--- config.mk ---
export PLATFORM = sky130hd
export DESIGN_NAME = mips_muldiv
export DESIGN_NICKNAME = d
export VERILOG_FILES = /design/src/rtl/mips_pkg.sv /design/src/rtl/mips_muldiv_iter.sv /design/src/rtl/mips_muldiv.sv
export SDC_FILE = /design/constraint.sdc
export NUM_CORES = 1
export LEC_CHECK = 0
export ABC_CLOCK_PERIOD_IN_PS = 6300
export BUFFER_PORTS_ARGS = -buffer_cell sky130_fd_sc_hd__clkbuf_2
export CELL_PAD_IN_SITES_DETAIL_PLACEMENT = 1
export CELL_PAD_IN_SITES_GLOBAL_PLACEMENT = 2
export CORE_MARGIN = 2
export CORE_UTILIZATION = 25
export DETAILED_ROUTE_END_ITERATION = 10
export PLACE_DENSITY = 0.57
export SLEW_MARGIN = 40
export SYNTH_ARGS = -nofsm -noshare
export SYNTH_HDL_FRONTEND = slang
export SYNTH_SLANG_ARGS = --single-unit
--- constraint.sdc ---
create_clock -name clk -period 6.3 [get_ports clk]
set_clock_uncertainty 0.15 [all_clocks]
set_input_delay 0 -clock clk [delete_from_list [all_inputs] [get_ports clk]]
set_output_delay 0 -clock clk [all_outputs]
set_load 0.05 [all_outputs]
--- src/rtl/mips_pkg.sv ---
// Shared MIPS definitions: multiply/divide opcodes, FSM states and ALU control codes.
package mips_pkg;

  typedef enum logic [1:0] {
    OP_MULT  = 2'b00,
    OP_MULTU = 2'b01,
    OP_DIV   = 2'b10,
    OP_DIVU  = 2'b11
  } muldiv_op_t;

  typedef enum logic [1:0] {
    ST_IDLE = 2'd0,
    ST_RUN  = 2'd1,
    ST_FIX  = 2'd2
  } muldiv_state_t;

  // ALU control codes issued by decode for HI/LO traffic
  localparam logic [4:0] ALU_CTL_DIV  = 5'd2;
  localparam logic [4:0] ALU_CTL_MULT = 5'd8;
  localparam logic [4:0] ALU_CTL_MTHI = 5'd16;
  localparam logic [4:0] ALU_CTL_MFHI = 5'd17;
  localparam logic [4:0] ALU_CTL_MTLO = 5'd18;
  localparam logic [4:0] ALU_CTL_MFLO = 5'd19;

endpackage

--- src/rtl/mips_muldiv_iter.sv ---
// Iteration engine: 2*WIDTH accumulator with one shift-add (multiply) or
// restoring shift-subtract (divide) step per cycle.
module mips_muldiv_iter #(
  parameter int WIDTH = 32
) (
  input  logic               clk,
  input  logic               reset,
  input  logic               load,
  input  logic               step,
  input  logic               is_div,
  input  logic [WIDTH-1:0]   src_a,
  input  logic [WIDTH-1:0]   src_b,
  output logic [2*WIDTH-1:0] acc
);

  logic [WIDTH-1:0]   opnd;
  logic [WIDTH:0]     mul_sum;
  logic [2*WIDTH:0]   div_shift;
  logic [WIDTH:0]     div_top;
  logic [WIDTH:0]     div_diff;
  logic [2*WIDTH-1:0] acc_next;

  always_comb begin
    mul_sum   = {1'b0, acc[2*WIDTH-1:WIDTH]};
    if (acc[0]) mul_sum = mul_sum + {1'b0, opnd};
    div_shift = {acc, 1'b0};
    div_top   = div_shift[2*WIDTH:WIDTH];
    div_diff  = div_top - {1'b0, opnd};
    acc_next  = acc;
    if (!is_div)
      acc_next = {mul_sum, acc[WIDTH-1:1]};
    else if (div_top >= {1'b0, opnd})
      acc_next = {div_diff[WIDTH-1:0], div_shift[WIDTH-1:1], 1'b1};
    else
      acc_next = {div_top[WIDTH-1:0], div_shift[WIDTH-1:0]};
  end

  // Multiplier / dividend sits in the low half; upper half holds partial product / remainder
  always_ff @(posedge clk or posedge reset) begin
    if (reset) begin
      acc  <= '0;
      opnd <= '0;
    end else if (load) begin
      acc  <= {{WIDTH{1'b0}}, src_a};
      opnd <= src_b;
    end else if (step) begin
      acc  <= acc_next;
    end
  end

endmodule

--- src/rtl/mips_muldiv.sv ---
// Multi-cycle multiply/divide unit owning the HI/LO register pair.
//   state | meaning
//   IDLE  | accepts start or MTHI/MTLO writes
//   RUN   | WIDTH iteration steps in the engine
//   FIX   | sign correction, HI/LO commit, done pulse
module mips_muldiv
  import mips_pkg::*;
#(
  parameter int WIDTH = 32
) (
  input  logic             clk,
  input  logic             reset,
  input  logic             start,
  input  logic [1:0]       op,
  input  logic [WIDTH-1:0] alu_src_1,
  input  logic [WIDTH-1:0] alu_src_2,
  input  logic             mthi,
  input  logic             mtlo,
  output logic             busy,
  output logic             done,
  output logic             div_by_zero,
  output logic [WIDTH-1:0] hi,
  output logic [WIDTH-1:0] lo
);

  localparam int CW = $clog2(WIDTH);

  muldiv_state_t      state;
  muldiv_op_t         op_in, op_q;
  logic [CW-1:0]      count;
  logic               neg_a, neg_b, dz;
  logic               is_signed;
  logic [WIDTH-1:0]   a_abs, b_abs;
  logic [2*WIDTH-1:0] acc, prod;
  logic [WIDTH-1:0]   quo, rem, res_hi, res_lo;
  logic               accept;

  always_comb begin
    op_in     = muldiv_op_t'(op);
    is_signed = (op_in == OP_MULT) || (op_in == OP_DIV);
    a_abs     = (is_signed && alu_src_1[WIDTH-1]) ? -alu_src_1 : alu_src_1;
    b_abs     = (is_signed && alu_src_2[WIDTH-1]) ? -alu_src_2 : alu_src_2;
    accept    = (state == ST_IDLE) && start;
  end

  mips_muldiv_iter #(.WIDTH(WIDTH)) u_iter (
    .clk    (clk),
    .reset  (reset),
    .load   (accept),
    .step   (state == ST_RUN),
    .is_div (op_q[1]),
    .src_a  (a_abs),
    .src_b  (b_abs),
    .acc    (acc)
  );

  // Sign bits are only recorded for signed ops, so they double as fix-up enables
  always_comb begin
    prod   = (neg_a ^ neg_b) ? -acc : acc;
    quo    = acc[WIDTH-1:0];
    rem    = acc[2*WIDTH-1:WIDTH];
    res_hi = prod[2*WIDTH-1:WIDTH];
    res_lo = prod[WIDTH-1:0];
    if (op_q[1]) begin
      res_hi = (!dz && neg_a) ? -rem : rem;
      res_lo = (!dz && (neg_a ^ neg_b)) ? -quo : quo;
    end
  end

  always_ff @(posedge clk or posedge reset) begin
    if (reset) begin
      state       <= ST_IDLE;
      op_q        <= OP_MULT;
      count       <= '0;
      neg_a       <= 1'b0;
      neg_b       <= 1'b0;
      dz          <= 1'b0;
      busy        <= 1'b0;
      done        <= 1'b0;
      div_by_zero <= 1'b0;
      hi          <= '0;
      lo          <= '0;
    end else begin
      done        <= 1'b0;
      div_by_zero <= 1'b0;
      case (state)
        ST_IDLE: begin
          if (start) begin
            op_q  <= op_in;
            neg_a <= is_signed && alu_src_1[WIDTH-1];
            neg_b <= is_signed && alu_src_2[WIDTH-1];
            dz    <= op_in[1] && (alu_src_2 == '0);
            count <= '0;
            busy  <= 1'b1;
            state <= ST_RUN;
          end else begin
            if (mthi) hi <= alu_src_1;
            if (mtlo) lo <= alu_src_1;
          end
        end
        ST_RUN: begin
          count <= count + 1'b1;
          if (count == CW'(WIDTH - 1)) state <= ST_FIX;
        end
        ST_FIX: begin
          hi          <= res_hi;
          lo          <= res_lo;
          busy        <= 1'b0;
          done        <= 1'b1;
          div_by_zero <= dz;
          state       <= ST_IDLE;
        end
        default: state <= ST_IDLE;
      endcase
    end
  end

endmodule

-- After elaboration in Yosys (flattened, before gate mapping)
Index checks and enable logic that the tools add are counted.
- register bits: 175
- logic and storage cells: 79
- bits of input ports: 71
- output and inout bits: 67
- add/subtract/negate cells: 8
- $lt $le $gt $ge: 1
- bitwise logic cells: 1
- muxes and demuxes: 27
- reductions and logical operators: 20
- eq/ne operators: 9
- operator list (cell ; count):
    $mux 32 ; 10
    $mux 64 ; 5
    $neg 32->32 ; 4
    $pmux 32 s2 ; 2
    $neg 64->64 ; 1
    $add 32x32->33 ; 1
    $ge 33x32->1 ; 1
    $mux 33 ; 1
    $logic_not 32->1 ; 1
    $sub 32x32->32 ; 1
    $ne 2x2->1 const B ; 5
    $pmux 5 s2 ; 1
    $reduce_and 2->1 ; 4
    $logic_and 1x1->1 ; 6
    $reduce_and 3->1 ; 2
    $reduce_bool 2->1 ; 3
    $add 5x1->5 const B ; 1
    $eq 5x5->1 const B ; 1
    $mux 5 ; 1
    $eq 2x2->1 const B ; 2
    $logic_not 2->1 ; 2
    $mux 2 ; 2
    $pmux 2 s2 ; 1
    $mux 1 ; 3
    other kinds (5) ; 5

-- Logic depth before layout (Yosys ltp)
- word-level depth: 5
- depth in mapped cells: 14

-- By module
Synthesis repeated with hierarchy kept, for this count alone.
- cells, all modules: 1930
- area, all modules: 15107.0 µm²
- modules (own cells, without submodules) (module ; area each (µm²) ; seq. area each (µm²) ; cells each ; times used):
    mips_muldiv_iter ; 8478.1 ; 2402.3 ; 1084 ; 1
    mips_muldiv ; 6628.9 ; 1951.9 ; 846 ; 1

-- Worst setup path after synthesis
OpenSTA, ideal clock, no wires.
- kind: register to register
- start: register u_iter.acc[0]
- end: register hi[14]
- data required time: 6.046 ns
- period minus slack after synthesis: 3.693 ns
- setup slack: 2.607 ns
- buffers on the path: 3
- arrival: 3.439 ns
- cell stages (with the launch flop): 14
- cells stage by stage: dfrtp_1 -> clkbuf_1 -> inv_1 -> clkbuf_1 -> clkbuf_1 -> ha_1 -> or3b_2 -> or3_1 -> nand4b_2 -> nor2_4 -> nor2_2 -> o41ai_2 -> xor2_1 -> a221oi_1
- longest elaborated chain between the ends: 4
- ends and longest elaborated chain (what ; line ; text):
    start: declaration ; mips_muldiv_iter.sv:13 ; output logic [2*WIDTH-1:0] acc
    start signal: assignment ; mips_muldiv_iter.sv:44 ; acc <= {{WIDTH{1'b0}}, src_a};
    start signal: assignment ; mips_muldiv_iter.sv:47 ; acc <= acc_next;
    $neg 64->64 ; mips_muldiv.sv:59 ; prod = (neg_a ^ neg_b) ? -acc : acc;
    $mux 64 ; mips_muldiv.sv:59 ;
    $mux 32 ; mips_muldiv.sv:64 ; if (op_q[1]) begin
    $pmux 32 s2 ; mips_muldiv.sv:86 ; case (state)
    end signal: assignment ; mips_muldiv.sv:97 ; if (mthi) hi <= alu_src_1;
    end signal: assignment ; mips_muldiv.sv:106 ; hi <= res_hi;
    end: declaration ; mips_muldiv.sv:22 ; output logic [WIDTH-1:0] hi,
Every way passes these cells.
A chain may end at the register's enable or synchronous reset.

-- Final worst setup path
- start: register u_iter.acc[34]
- end: register u_iter.acc[59]
- longest elaborated chain between the ends: 5
- elaborated cells on any way between the ends: 8
- classes of those cells: add/sub (2); order compare (1); mux (5)
- ends and longest elaborated chain (what ; line ; text):
    $add 32x32->33, or another cell as far along ; mips_muldiv_iter.sv:25 ; if (acc[0]) mul_sum = mul_sum + {1'b0, opnd};
    $mux 33 or $mux 64 (tied branches) ; mips_muldiv_iter.sv:25, mips_muldiv_iter.sv:32 ;
    $mux 64 * ; mips_muldiv_iter.sv:30 ; if (!is_div)
    $mux 64 * ; mips_muldiv_iter.sv:46 ; end else if (step) begin
    $mux 64 * ; mips_muldiv_iter.sv:43 ; end else if (load) begin
Every way passes the cells marked *; elsewhere a longest branch is shown, timed or not. The select of a mux whose other input is x is not followed.

==> metrics.md <==
| Metric | Value |
|---|---|
| Vias in the first global route | `about 15000` |
| Count of distinct cell types in the synthesized netlist | `between 80 and 90` |
| Clk Tree Root Cell | `clkbuf_16` |
| Relative slew margins | `48.76%` |
| Class of the tightest hold or removal check | `primary input to flip-flop` |
| Xor/xnor share of the synthesized area | `10.18%` |
| Crit-path max cell delay | `0.53 ns` |
| Fraction of power consumed by the clock network | `9.8%` |
| Core Region | `0.05660 mm²` |
| Number of cell rows | `87` |
| Number of violations reported at the end of detailed-routing iteration 0 | `780` |
| Depth of the critical timing path with buffers and inverters included | `11` |
| Clock input transition at the sequential cells of the worst setup and hold paths | `~0.080 ns` |
| Max-cap viol count | `0` |
| Final worst path period share | `65.18%` |
| Post-Synth Simple-Gate Area | `18.23%` |
| Switch share | `55.09%` |
| Clock Tree Buf Depth | `2` |
| Most common cell after layout, fill and taps aside | `nand2_1` |
| Post-placement cell area | `0.01573 mm²` |
| Vertical die dimension | `243.7 µm` |
| Power density over the cells | `674.1 mW/mm²` |
| Capturing element type of the critical path | `flip-flop` |
| Total net switching power | `6459 µW` |
| Max rail drop VDD | `about 260 µV` |
| Number of stages on the worst hold path | `4` |
| Startpoint type of the worst setup path | `flip-flop` |
| Combinational Power Share | `68.6%` |
| Reg power frac | `21.7%` |
| Slew Limit Fails | `0` |
| Req. time, crit path | `around 6.6 ns` |
| Maximum achievable frequency | `0.2435 GHz` |
| Remaining antenna violation count after routing | `0` |
| Measured slew at the worst slew-check pin | `between 0.7 and 0.8 ns` |
| Cell class contributing the biggest share of worst-path delay | `compound AO/OA/AOI/OAI gates` |
| GR Overflow Total | `0` |
| Fin Setup TNS | `0 ns` |
| Detail Placement HPWL | `46520 µm` |
| Width of the die | `243.7 µm` |
| Pin count of the biggest net entering global routing | `between 60 and 70` |
| Crit path DAT | `4.36 ns` |
| Antenna violations before repair | `0` |
| Design Power | `11720 µW` |
| I/O pin total | `138` |
| Number of diodes added for antenna fixing | `0` |
| Mean post-synth cell area | `7.983 µm²` |
| Initial core utilization | `25.38%` |
| Wire length of the first global-routing pass | `94520 µm` |
| Synthesized-area fraction occupied by ao, oa, aoi and oai cells | `25.22%` |
| Status | `completed` |
| Share of layout cells above drive strength 1 | `around 13%` |
| Most frequent cells in the layout | `nand2_1 (196), a21oi_1 (178), nor2_1 (174), dfrtp_1 (173), o21ai_0 (145)` |
| Cell leakage power | `between 0.007 and 0.008 µW` |
| Cell count after synthesis | `1800` |
| Post-synthesis share of cell area spent on full adders, half adders and majority gates | `6.374%` |
| Multiplexer area fraction after synthesis | `4.223%` |
| Router iterations before antenna repair | `5` |
| Weighted congestion reported at the end of routability-driven placement | `0.8846` |
| Cell-by-cell listing of the critical path | `ha_1, a21o_1, a21oi_1, o21ai_0, a21oi_1, a31oi_1, o21ai_4, buf_4, or2_2, o221ai_1, o31ai_1` |
| Count of final hold-check violations | `0` |
| Number of nets in the finished design | `~2100` |
| Insertion delay of the later-clocked pin in the worst-skew pair | `0.51 ns` |
| DR DRC count | `0` |
| Async SR Flop Fraction | `100.0%` |
| Yosys reg bits | `approximately 170` |
| YS warnings | `0` |
| Number of vias in the routed layout | `14110` |
| Dominant combinational cell family by area after synthesis | `compound AO/OA/AOI/OAI gates` |
| H-tree depth | `4` |
| Number of sinks on the clock net | `approximately 170` |
| Post-synthesis cell area | `0.01437 mm²` |
| Internal power summed over all cells | `approximately 5300 µW` |
| Overall track demand over capacity in global routing | `20.88%` |
| Most instantiated flip-flop cell in the synthesis netlist | `dfrtp_1` |
| Sequential element share of the synthesized area | `30.30%` |
| Type of the worst setup path | `flip-flop to flip-flop` |
| TritonCTS buffer count | `17` |
| DR WL/cell | `22.30 µm` |
| Summed area of non-filler cells in the final layout | `approximately 0.017 mm²` |
| CP max-delay cell | `o21ai_4` |
| Number of enable-type register cells in the synthesized netlist | `0` |
| Min Clock Period, post-route | `4.106 ns` |
| Wire length after detailed routing | `between 60000 and 70000 µm` |
| Maximum fanout encountered on the critical timing path | `34` |
| Final core utilization | `30.73%` |
| Setup repair after global routing missed its margin | `false` |
| R2R cell count | `11` |
| Clock tree from TritonCTS | `yes` |
| Dominant cell type by count on the critical path | `a21oi_1` |
| Nets in the synthesized netlist | `1943` |
| Number of gates given a new drive strength after cts | `0` |
| Via density | `5.139` |
| Layout overhead on the synthesized area | `21.04%` |
| Filler cell count in the final layout | `6804` |
| CP Buf/Inv Count | `1` |
| Port bufs | `roughly 140` |
| Die area | `0.05941 mm²` |
| Setup-failing EPs final | `0` |
==> cells in the mapped netlist (all sizes together), types with 17 or more instances <==
cell	number	share of area (%)
a21o	32	1.7
a21oi	180	6.3
a31oi	21	0.91
clkbuf	93	2.4
dfrtp	174	30
ha	70	6.1
inv	72	1.9
mux2	21	1.6
mux2i	37	2.6
nand2	199	5.2
nand3	18	0.63
nor2	178	4.7
nor3	43	1.5
o21ai	158	5.7
o221ai	18	1.1
o22ai	27	1.2
o31ai	35	1.8
or3	17	0.78
xnor2	105	6.4
xor2	62	3.8
==> metrics by stage <==
step           cells  hold slack, ns  worst slack [ns]
3_5_place_dp    2606        -0.04321             2.168
3_3_place_gp    2605        -0.04639             2.297
5_1_grt         2745         0.08205             1.893
6_report        2745         0.07554             2.194
2_1_floorplan   1800        -0.03316             1.433
4_1_cts         2745         0.04528             2.141
==> path summary, 6_finish.rpt <==
kind	start	endpoint	slack (ns)
max reg2reg	u_iter.acc[34]	u_iter.acc[59]	2.19
max	u_iter.acc[34]	u_iter.acc[59]	2.19
max in group asynchronous	reset	u_iter.acc[49]	4.32
min in group asynchronous	reset	hi[11]	0.54
min reg2reg	lo[4]	lo[4]	0.33
min	op[0]	u_iter.acc[31]	0.08
==> worst register-to-register path, delay by kind of cell (launching register included) <==
| family | cells | cell delay (ns) |
|---|---|---|
| buf+inv | 1 | 0.49 |
| fa+ha+maj | 1 | 0.42 |
| compound gates | 8 | 2.16 |
| simple gates | 1 | 0.30 |
| flops | 1 | 0.50 |
==> power groups by stage <==
stage | Clock [µW] | Sequential [µW] | Combinational [µW]
after global routing | 1220 | 2650 | 8850
after floorplan | 0 | 2810 | 5290
after detailed placement | 0 | 2570 | 7970
after CTS | 1190 | 2550 | 8090
after global placement | 0 | 2550 | 7950
final | 1150 | 2540 | 8040
==> state kept, by name, indices dropped and copies added, names as in the netlist <==
signal	cells
hi	32
lo	32
u_iter.acc	64
count	5
op_q	1
dz	1
state	2
neg_a	1
div_by_zero	1
neg_b	1
busy	1
u_iter.opnd	32
done	1
==> area by class of cell <==
| class | count | area, µm² | share of cell area [%] |
|---|---|---|---|
| repair buffers | 267 | 1946 | 11.19 |
| clock inverters | 11 | 133.9 | 0.7698 |
| multi-input cells | 1444 | 9283 | 53.37 |
| flip-flops and latches | 174 | 4355 | 25.04 |
| inverters | 72 | 277.8 | 1.597 |
| clock buffers | 21 | 450.4 | 2.590 |
| well taps | 756 | 945.9 | 5.439 |
==> logic make-up (layout without fill, tap and decap cells) <==
logic type | count (synthesis) | count (layout)
XOR/XNOR | 167 | 167
buffers and inverters | 182 | 371
AO/OA/AOI/OAI | 582 | 582
flip-flops | 174 | 174
AND/OR/NAND/NOR | 565 | 565
adder cells (fa/ha/maj) | 72 | 72
multiplexers | 58 | 58
==> repair_timing <==
| item | 4_1_cts | 5_1_grt |
|---|---|---|
| hold buffers | 107 | 0 |
| hold endpoints to repair | 205 | 0 |
| setup buffers | 0 | 0 |
==> metal layers <==
layer | wire length, µm | vias to the layer above | share of wire (%) | track usage, %
met5 | 0 | - | 0 | 0
met4 | 1238 | 0 | 2.0 | 5.685
met3 | 1232 | 46 | 2.0 | 2.798
met2 | 29920 | 175 | 49 | 35.83
met1 | 28810 | 7062 | 47 | 27.38
li1 | - | 6824 | - | -
(Power assumes the default switching activity.)
